**src/rtl/sd_sample_sequencer_if.sv**
```systemverilog
// Request/strobe/result bundle between the sample sequencer and its requester/sampler.
// The master side drives the request and the serial data; the slave side is the sequencer.
interface sd_sample_sequencer_if;
    logic        req;
    logic [4:0]  addr;
    logic [1:0]  rdsel;
    logic        abort;
    logic        data;
    logic        x2;
    logic        y2;
    logic        v1;
    logic        v4;
    logic [6:0]  gdv;
    logic [6:0]  gdvn;
    logic [4:0]  adv;
    logic [4:0]  advn;
    logic [3:0]  crd;
    logic        busy;
    logic        valid;
    logic [13:0] result;

    modport master (
        output req, addr, rdsel, abort, data,
        input  x2, y2, v1, v4, gdv, gdvn, adv, advn, crd, busy, valid, result
    );

    modport slave (
        input  req, addr, rdsel, abort, data,
        output x2, y2, v1, v4, gdv, gdvn, adv, advn, crd, busy, valid, result
    );
endinterface

```
**src/rtl/sd_sample_sequencer.sv**
```systemverilog
// Serial read sequencer: steps a Johnson bit-position code over 14 bits, issues the
// W/X/Y/V phase strobes and shifts the sampler's DATA line into a 14-bit word.
module sd_sample_sequencer #(
    parameter int unsigned PhaseClks = 2
) (
    input logic                  sim_clk_i,
    input logic                  sim_rst_ni,
    sd_sample_sequencer_if.slave bus_io
);
    localparam int unsigned CntW = (PhaseClks > 1) ? $clog2(PhaseClks) : 1;
    localparam logic [CntW-1:0] CntMax = CntW'(PhaseClks - 1);

    typedef enum logic [1:0] {StIdle, StRun, StDone} state_e;
    typedef enum logic [1:0] {PhW, PhX, PhY, PhV} phase_e;

    state_e         state_q, state_d;
    phase_e         phase_q, phase_d;
    logic [CntW-1:0] pcnt_q, pcnt_d;
    logic [3:0]     bit_cnt_q, bit_cnt_d;
    logic [6:0]     gdv_q, gdv_d;
    logic [4:0]     adv_q, adv_d;
    logic [1:0]     rdsel_q, rdsel_d;
    logic [13:0]    result_q, result_d;
    logic           last_clk;
    logic           run;

    always_ff @(posedge sim_clk_i or negedge sim_rst_ni) begin
        if (!sim_rst_ni) begin
            state_q   <= StIdle;
            phase_q   <= PhW;
            pcnt_q    <= '0;
            bit_cnt_q <= '0;
            gdv_q     <= '0;
            adv_q     <= '0;
            rdsel_q   <= '0;
            result_q  <= '0;
        end else begin
            state_q   <= state_d;
            phase_q   <= phase_d;
            pcnt_q    <= pcnt_d;
            bit_cnt_q <= bit_cnt_d;
            gdv_q     <= gdv_d;
            adv_q     <= adv_d;
            rdsel_q   <= rdsel_d;
            result_q  <= result_d;
        end
    end

    assign last_clk = (pcnt_q == CntMax);

    always_comb begin
        state_d   = state_q;
        phase_d   = phase_q;
        pcnt_d    = pcnt_q;
        bit_cnt_d = bit_cnt_q;
        gdv_d     = gdv_q;
        adv_d     = adv_q;
        rdsel_d   = rdsel_q;
        result_d  = result_q;
        unique case (state_q)
            StIdle: begin
                if (bus_io.req && !bus_io.abort) begin
                    state_d   = StRun;
                    adv_d     = bus_io.addr;
                    rdsel_d   = bus_io.rdsel;
                    gdv_d     = 7'b0000001;
                    bit_cnt_d = 4'd1;
                    phase_d   = PhW;
                    pcnt_d    = '0;
                    result_d  = '0;
                end
            end
            StRun: begin
                if (bus_io.abort) begin
                    // Partial RESULT is deliberately kept for debug visibility.
                    state_d = StIdle;
                    gdv_d   = '0;
                    phase_d = PhW;
                    pcnt_d  = '0;
                end else if (last_clk) begin
                    pcnt_d = '0;
                    if (phase_q == PhV) begin
                        result_d = {result_q[12:0], bus_io.data};
                        if (bit_cnt_q == 4'd14) begin
                            state_d = StDone;
                            gdv_d   = '0;
                        end else begin
                            gdv_d     = {gdv_q[5:0], ~gdv_q[6]};
                            bit_cnt_d = bit_cnt_q + 4'd1;
                            phase_d   = PhW;
                        end
                    end else begin
                        phase_d = phase_e'(phase_q + 2'd1);
                    end
                end else begin
                    pcnt_d = pcnt_q + CntW'(1);
                end
            end
            StDone: state_d = StIdle;
            default: state_d = StIdle;
        endcase
    end

    assign run = (state_q == StRun);

    always_comb begin
        bus_io.x2     = run && (phase_q == PhX);
        bus_io.y2     = run && (phase_q == PhY);
        bus_io.v1     = run && ((phase_q == PhY) || (phase_q == PhV));
        bus_io.v4     = run && (phase_q == PhV) && last_clk;
        bus_io.busy   = run;
        bus_io.valid  = (state_q == StDone);
        bus_io.gdv    = gdv_q;
        bus_io.gdvn   = ~gdv_q;
        bus_io.adv    = adv_q;
        bus_io.advn   = ~adv_q;
        bus_io.result = result_q;
        bus_io.crd    = '0;
        if (run) begin
            bus_io.crd[rdsel_q] = 1'b1;
        end
    end
endmodule

```
**src/flat_wrapper.sv**
```systemverilog
// flat-port wrapper written by rule: the top's interface ports become plain ports
module sd_sample_sequencer_flat 
#(
    parameter int unsigned PhaseClks = 2
)
  (sim_clk_i, sim_rst_ni, bus_io_req, bus_io_addr, bus_io_rdsel, bus_io_abort, bus_io_data, bus_io_x2, bus_io_y2, bus_io_v1, bus_io_v4, bus_io_gdv, bus_io_gdvn, bus_io_adv, bus_io_advn, bus_io_crd, bus_io_busy, bus_io_valid, bus_io_result);
  sd_sample_sequencer_if bus_io_i ();
  input logic sim_clk_i;
  input logic sim_rst_ni;
  input wire logic [$bits(bus_io_i.req)-1:0] bus_io_req;
  input wire logic [$bits(bus_io_i.addr)-1:0] bus_io_addr;
  input wire logic [$bits(bus_io_i.rdsel)-1:0] bus_io_rdsel;
  input wire logic [$bits(bus_io_i.abort)-1:0] bus_io_abort;
  input wire logic [$bits(bus_io_i.data)-1:0] bus_io_data;
  output wire logic [$bits(bus_io_i.x2)-1:0] bus_io_x2;
  output wire logic [$bits(bus_io_i.y2)-1:0] bus_io_y2;
  output wire logic [$bits(bus_io_i.v1)-1:0] bus_io_v1;
  output wire logic [$bits(bus_io_i.v4)-1:0] bus_io_v4;
  output wire logic [$bits(bus_io_i.gdv)-1:0] bus_io_gdv;
  output wire logic [$bits(bus_io_i.gdvn)-1:0] bus_io_gdvn;
  output wire logic [$bits(bus_io_i.adv)-1:0] bus_io_adv;
  output wire logic [$bits(bus_io_i.advn)-1:0] bus_io_advn;
  output wire logic [$bits(bus_io_i.crd)-1:0] bus_io_crd;
  output wire logic [$bits(bus_io_i.busy)-1:0] bus_io_busy;
  output wire logic [$bits(bus_io_i.valid)-1:0] bus_io_valid;
  output wire logic [$bits(bus_io_i.result)-1:0] bus_io_result;
  assign bus_io_i.req = bus_io_req;
  assign bus_io_i.addr = bus_io_addr;
  assign bus_io_i.rdsel = bus_io_rdsel;
  assign bus_io_i.abort = bus_io_abort;
  assign bus_io_i.data = bus_io_data;
  assign bus_io_x2 = bus_io_i.x2;
  assign bus_io_y2 = bus_io_i.y2;
  assign bus_io_v1 = bus_io_i.v1;
  assign bus_io_v4 = bus_io_i.v4;
  assign bus_io_gdv = bus_io_i.gdv;
  assign bus_io_gdvn = bus_io_i.gdvn;
  assign bus_io_adv = bus_io_i.adv;
  assign bus_io_advn = bus_io_i.advn;
  assign bus_io_crd = bus_io_i.crd;
  assign bus_io_busy = bus_io_i.busy;
  assign bus_io_valid = bus_io_i.valid;
  assign bus_io_result = bus_io_i.result;
  sd_sample_sequencer #(.PhaseClks(PhaseClks)) u_core (.sim_clk_i(sim_clk_i), .sim_rst_ni(sim_rst_ni), .bus_io(bus_io_i));
endmodule
```
**config.mk**
```make
export PLATFORM = sky130hd
export DESIGN_NAME = sd_sample_sequencer_flat
export DESIGN_NICKNAME = d
export VERILOG_FILES = /design/src/rtl/sd_sample_sequencer_if.sv /design/src/rtl/sd_sample_sequencer.sv /design/src/flat_wrapper.sv
export SDC_FILE = /design/constraint.sdc
export NUM_CORES = 1
export LEC_CHECK = 0
export CORE_MARGIN = 2
export CORE_UTILIZATION = 49
export CTS_BUF_LIST = sky130_fd_sc_hd__clkbuf_4 sky130_fd_sc_hd__clkbuf_8 sky130_fd_sc_hd__clkbuf_16
export DETAILED_ROUTE_END_ITERATION = 6
export PLACE_DENSITY = 0.85
export SYNTH_ARGS = -nofsm -noshare
export SYNTH_HDL_FRONTEND = slang
export SYNTH_SLANG_ARGS = --single-unit
```
**constraint.sdc**
```tcl
create_clock -name sim_clk_i -period 4.6 [get_ports sim_clk_i]
set_input_delay 1.15 -clock sim_clk_i [delete_from_list [all_inputs] [get_ports sim_clk_i]]
set_output_delay 1.15 -clock sim_clk_i [all_outputs]
set_load 0.02 [all_outputs]
```
==> metrics.md <==
| Metric | Value |
|---|---|
| Final worst slack | 1080 ps |
| Worst Skew | 4.43 ps |
| Post-synth EDFFs | 0 |
| Post-CTS Setup Repair Bufs | 0 |
| Ant. Diodes | 0 |
| Worst-path clk slew | 70 ps |
| Slew Viols, Final | 0 |
| TritonCTS clock tree | yes |
| Core ar. | 0.00363 mm2 |
| WP data required | 3450 ps |
| Die Ht | 65.1 um |
| Commonest non-fill, non-tap cells in the layout | clkdlybuf4s50_1 (58), nand2_1 (43), dfrtp_1 (37), o21ai_0 (25), inv_1 (18) |
| 1st-pass router iterations | 4 |
| Row cnt | 22 |
| Remaining DRCs | 0 |
| Pre-CTS setup slack | 1380 ps |
| Async S/R FF share, synth | 100% |
| Leak | 1.09 nW |
| Adder-cell share of the synthesized area | 4.10% |
| Syn Area/Cell | 9.43 um2 |
| Post-Synth Simple-Gate Area | 19.3% |
| Max cap viols | 0 |
| CTS root buf | clkbuf_8 |
| Clock Path Buffers | 2 |
| Commonest register cell after synthesis | dfrtp_1 |
| Crit Path Max Fanout | 24 |
| XOR/XNOR share of the synthesized area | 0% |
| Mapped Area | 0.00183 mm2 |
| Tmin final | 3520 ps |
| PwrDens | 331 mW/mm2 |
| Post-Route WL | 3620 um |
| Yosys cell types | 36 |
| Most common cell after layout, fill and taps aside | clkdlybuf4s50_1 |
| Actual slew at the worst max-slew pin | 1150 ps |
| Vias per cell | 5.03 |
| First-pass GRT wire length | 5940 um |
| Number of synthesized register bits | 37 |
| Largest family of logic cells by synthesized area | simple AND/OR/NAND/NOR gates |
| Final hold violation count | 0 |
| Outcome | finished, final reports clean |
| Gr ovfl total | 0 |
| Wire per inst | 12.1 um |
| Starting Density | 50.3% |
| Layout cells sized above 1 | 6.77% |
| Pin count of the biggest net entering global routing | 38 |
| Vias in the first global route | 1347 |
| Total track usage | 18.4% |
| Post-CTS Hold Fix Bufs | 0 |
| # fillers | 312 |
| Multi-input gate area in the final layout | 769 um2 |
| Final cell count without fillers | 299 |
| Die X | 65.1 um |
| Worst VDD drop | 247 uV |
| Via count | 1504 |
| Max_slew headroom | 23.3% |
| Hold Slack | 489 ps |
| IO Count | 60 |
| WS Path Type | flip-flop to output pin |
| Mux contribution to synthesized area | 4.51% |
| Post-DP HPWL | 2550 um |
| Initial antenna violation count | 0 |
| Crit path DAT | 2370 ps |
| RSZ-0062 raised after global routing | false |
| Final GP Congestion | 0.779 |
| Synth warnings | 0 |
| Gate Count Post-Synth | 194 |
| CTS H-Tree Depth | 2 |
| Inst Count DP | 291 |
| F_max | 284 MHz |
| CP startpoint kind | flip-flop |
| Final setup TNS | 0 ps |
| Skew-Pair Late Insertion Delay | 290 ps |
| Clock Sink Count | 37 |
| Cts repair resizes | 0 |
| Setup violations, final | 0 |
| Synthesized netlist net count | 212 |
| Final worst-path cycle share | 76.5% |
| Die Area | 0.00424 mm2 |
| Crit. End Element | output pin |
| Synth Area in Compound Gates | 14.2% |
| Cell area after layout | 0.00251 mm2 |
| Layout area overhead | 37.4% |
| CTS Buf Count | 5 |
| Seq/Total Area, Yosys | 50.6% |
| Number of port buffers | 59 |
| Fin nets | 268 |
| Hold Path Class | flip-flop to flip-flop |
| Area post-placement | 0.00241 mm2 |
| First DRT Iteration DRCs | 54 |
| Register area | 926 um2 |
| Antenna-violating nets left | 0 |
==> metrics by stage <==
stage | power (mW) | utilization (%)
2_1_floorplan | 0.503 | -
3_3_place_gp | 0.587 | 66.4
3_5_place_dp | 0.592 | 66.4
4_1_cts | 0.843 | 69.2
5_1_grt | 0.878 | 69.2
6_report | 0.833 | 69.2
==> worst paths after layout <==
kind                                                      start                              endpoint  slack, ps  cells past startpoint
hold / removal             u_core.bus_io.result[13]$_DFFE_PN0P_  u_core.bus_io.result[13]$_DFFE_PN0P_        490                      2
max in group asynchronous                            sim_rst_ni      u_core.bus_io.gdv[4]$_DFFE_PN0P_       3170                      1
min in group asynchronous                            sim_rst_ni      u_core.bus_io.adv[4]$_DFFE_PN0P_        940                      1
setup / recovery                  u_core.state_q[1]$_DFFE_PN0P_                             bus_io_v4       1080                      4
setup reg to reg                  u_core.phase_q[0]$_DFFE_PN0P_       u_core.bit_cnt_q[1]$_DFFE_PN0P_       2420                      5
hold reg to reg            u_core.bus_io.result[13]$_DFFE_PN0P_  u_core.bus_io.result[13]$_DFFE_PN0P_        490                      2
==> report_power, final <==
| part | switching, mW | internal [mW] |
|---|---|---|
| sequential | 0.0338 | 0.357 |
| clock | 0.113 | 0.135 |
| combinational | 0.103 | 0.0921 |
| total | 0.249 | 0.584 |
==> kinds of logic after synthesis <==
kind of cell    Yosys count
flops                    37
simple gates             73
compound gates           41
mux                       8
fa+ha+maj                 6
buf+inv                  29
==> layer usage <==
metal  wire length (um)  up-vias  GRT usage (%)  part of all wire (%)
met3                220        6           5.99                   6.1
li1                   -      754              -                     -
met5                  0        -              0                     0
met2               1610       51           29.1                    44
met4                 74        0           8.59                   2.0
met1               1710      693           22.9                    47
==> synthesized netlist by cell type (2+ instances only) <==
cell | instances | area [um2]
a21o_1 | 2 | 15.0
nand2_1 | 43 | 161
o21ai_0 | 25 | 125
mux2_2 | 2 | 22.5
ha_1 | 6 | 75.1
o22a_1 | 2 | 17.5
nor2b_1 | 3 | 18.8
nor2_1 | 7 | 26.3
nor3_1 | 3 | 15.0
a21oi_1 | 2 | 10.0
buf_2 | 5 | 25.0
and3_1 | 5 | 31.3
dfrtp_1 | 37 | 926
o32ai_1 | 2 | 17.5
mux2i_1 | 6 | 60.1
nor4_1 | 2 | 12.5
buf_6 | 2 | 22.5
and2_1 | 3 | 18.8
clkbuf_1 | 2 | 7.51
a31oi_1 | 2 | 12.5
inv_1 | 18 | 67.6
==> cell type report <==
| class | instances | area share, % |
|---|---|---|
| sequential | 37 | 36.8 |
| clock buffer | 7 | 3.83 |
| timing repair buffer | 59 | 23.3 |
| inverter | 19 | 2.84 |
| tap | 48 | 2.39 |
| clock inverter | 1 | 0.199 |
| multi-input combinational | 128 | 30.6 |
==> worst max-delay path, cell delays in order (launching register included) <==
cell and delay, ps:
dfrtp_1 500, nand2b_1 380, inv_2 390, and3_1 210
clkdlybuf4s50_1 590
==> state kept, by name, indices dropped and copies added, names as in the netlist <==
signal and cells:
u_core.bus_io.result 14, u_core.bus_io.adv 5, u_core.state_q 2, u_core.bus_io.gdv 7, u_core.phase_q 2, u_core.rdsel_q 2, u_core.bit_cnt_q 4, u_core.last_clk 1
Power figures use the tool's default switching activity.
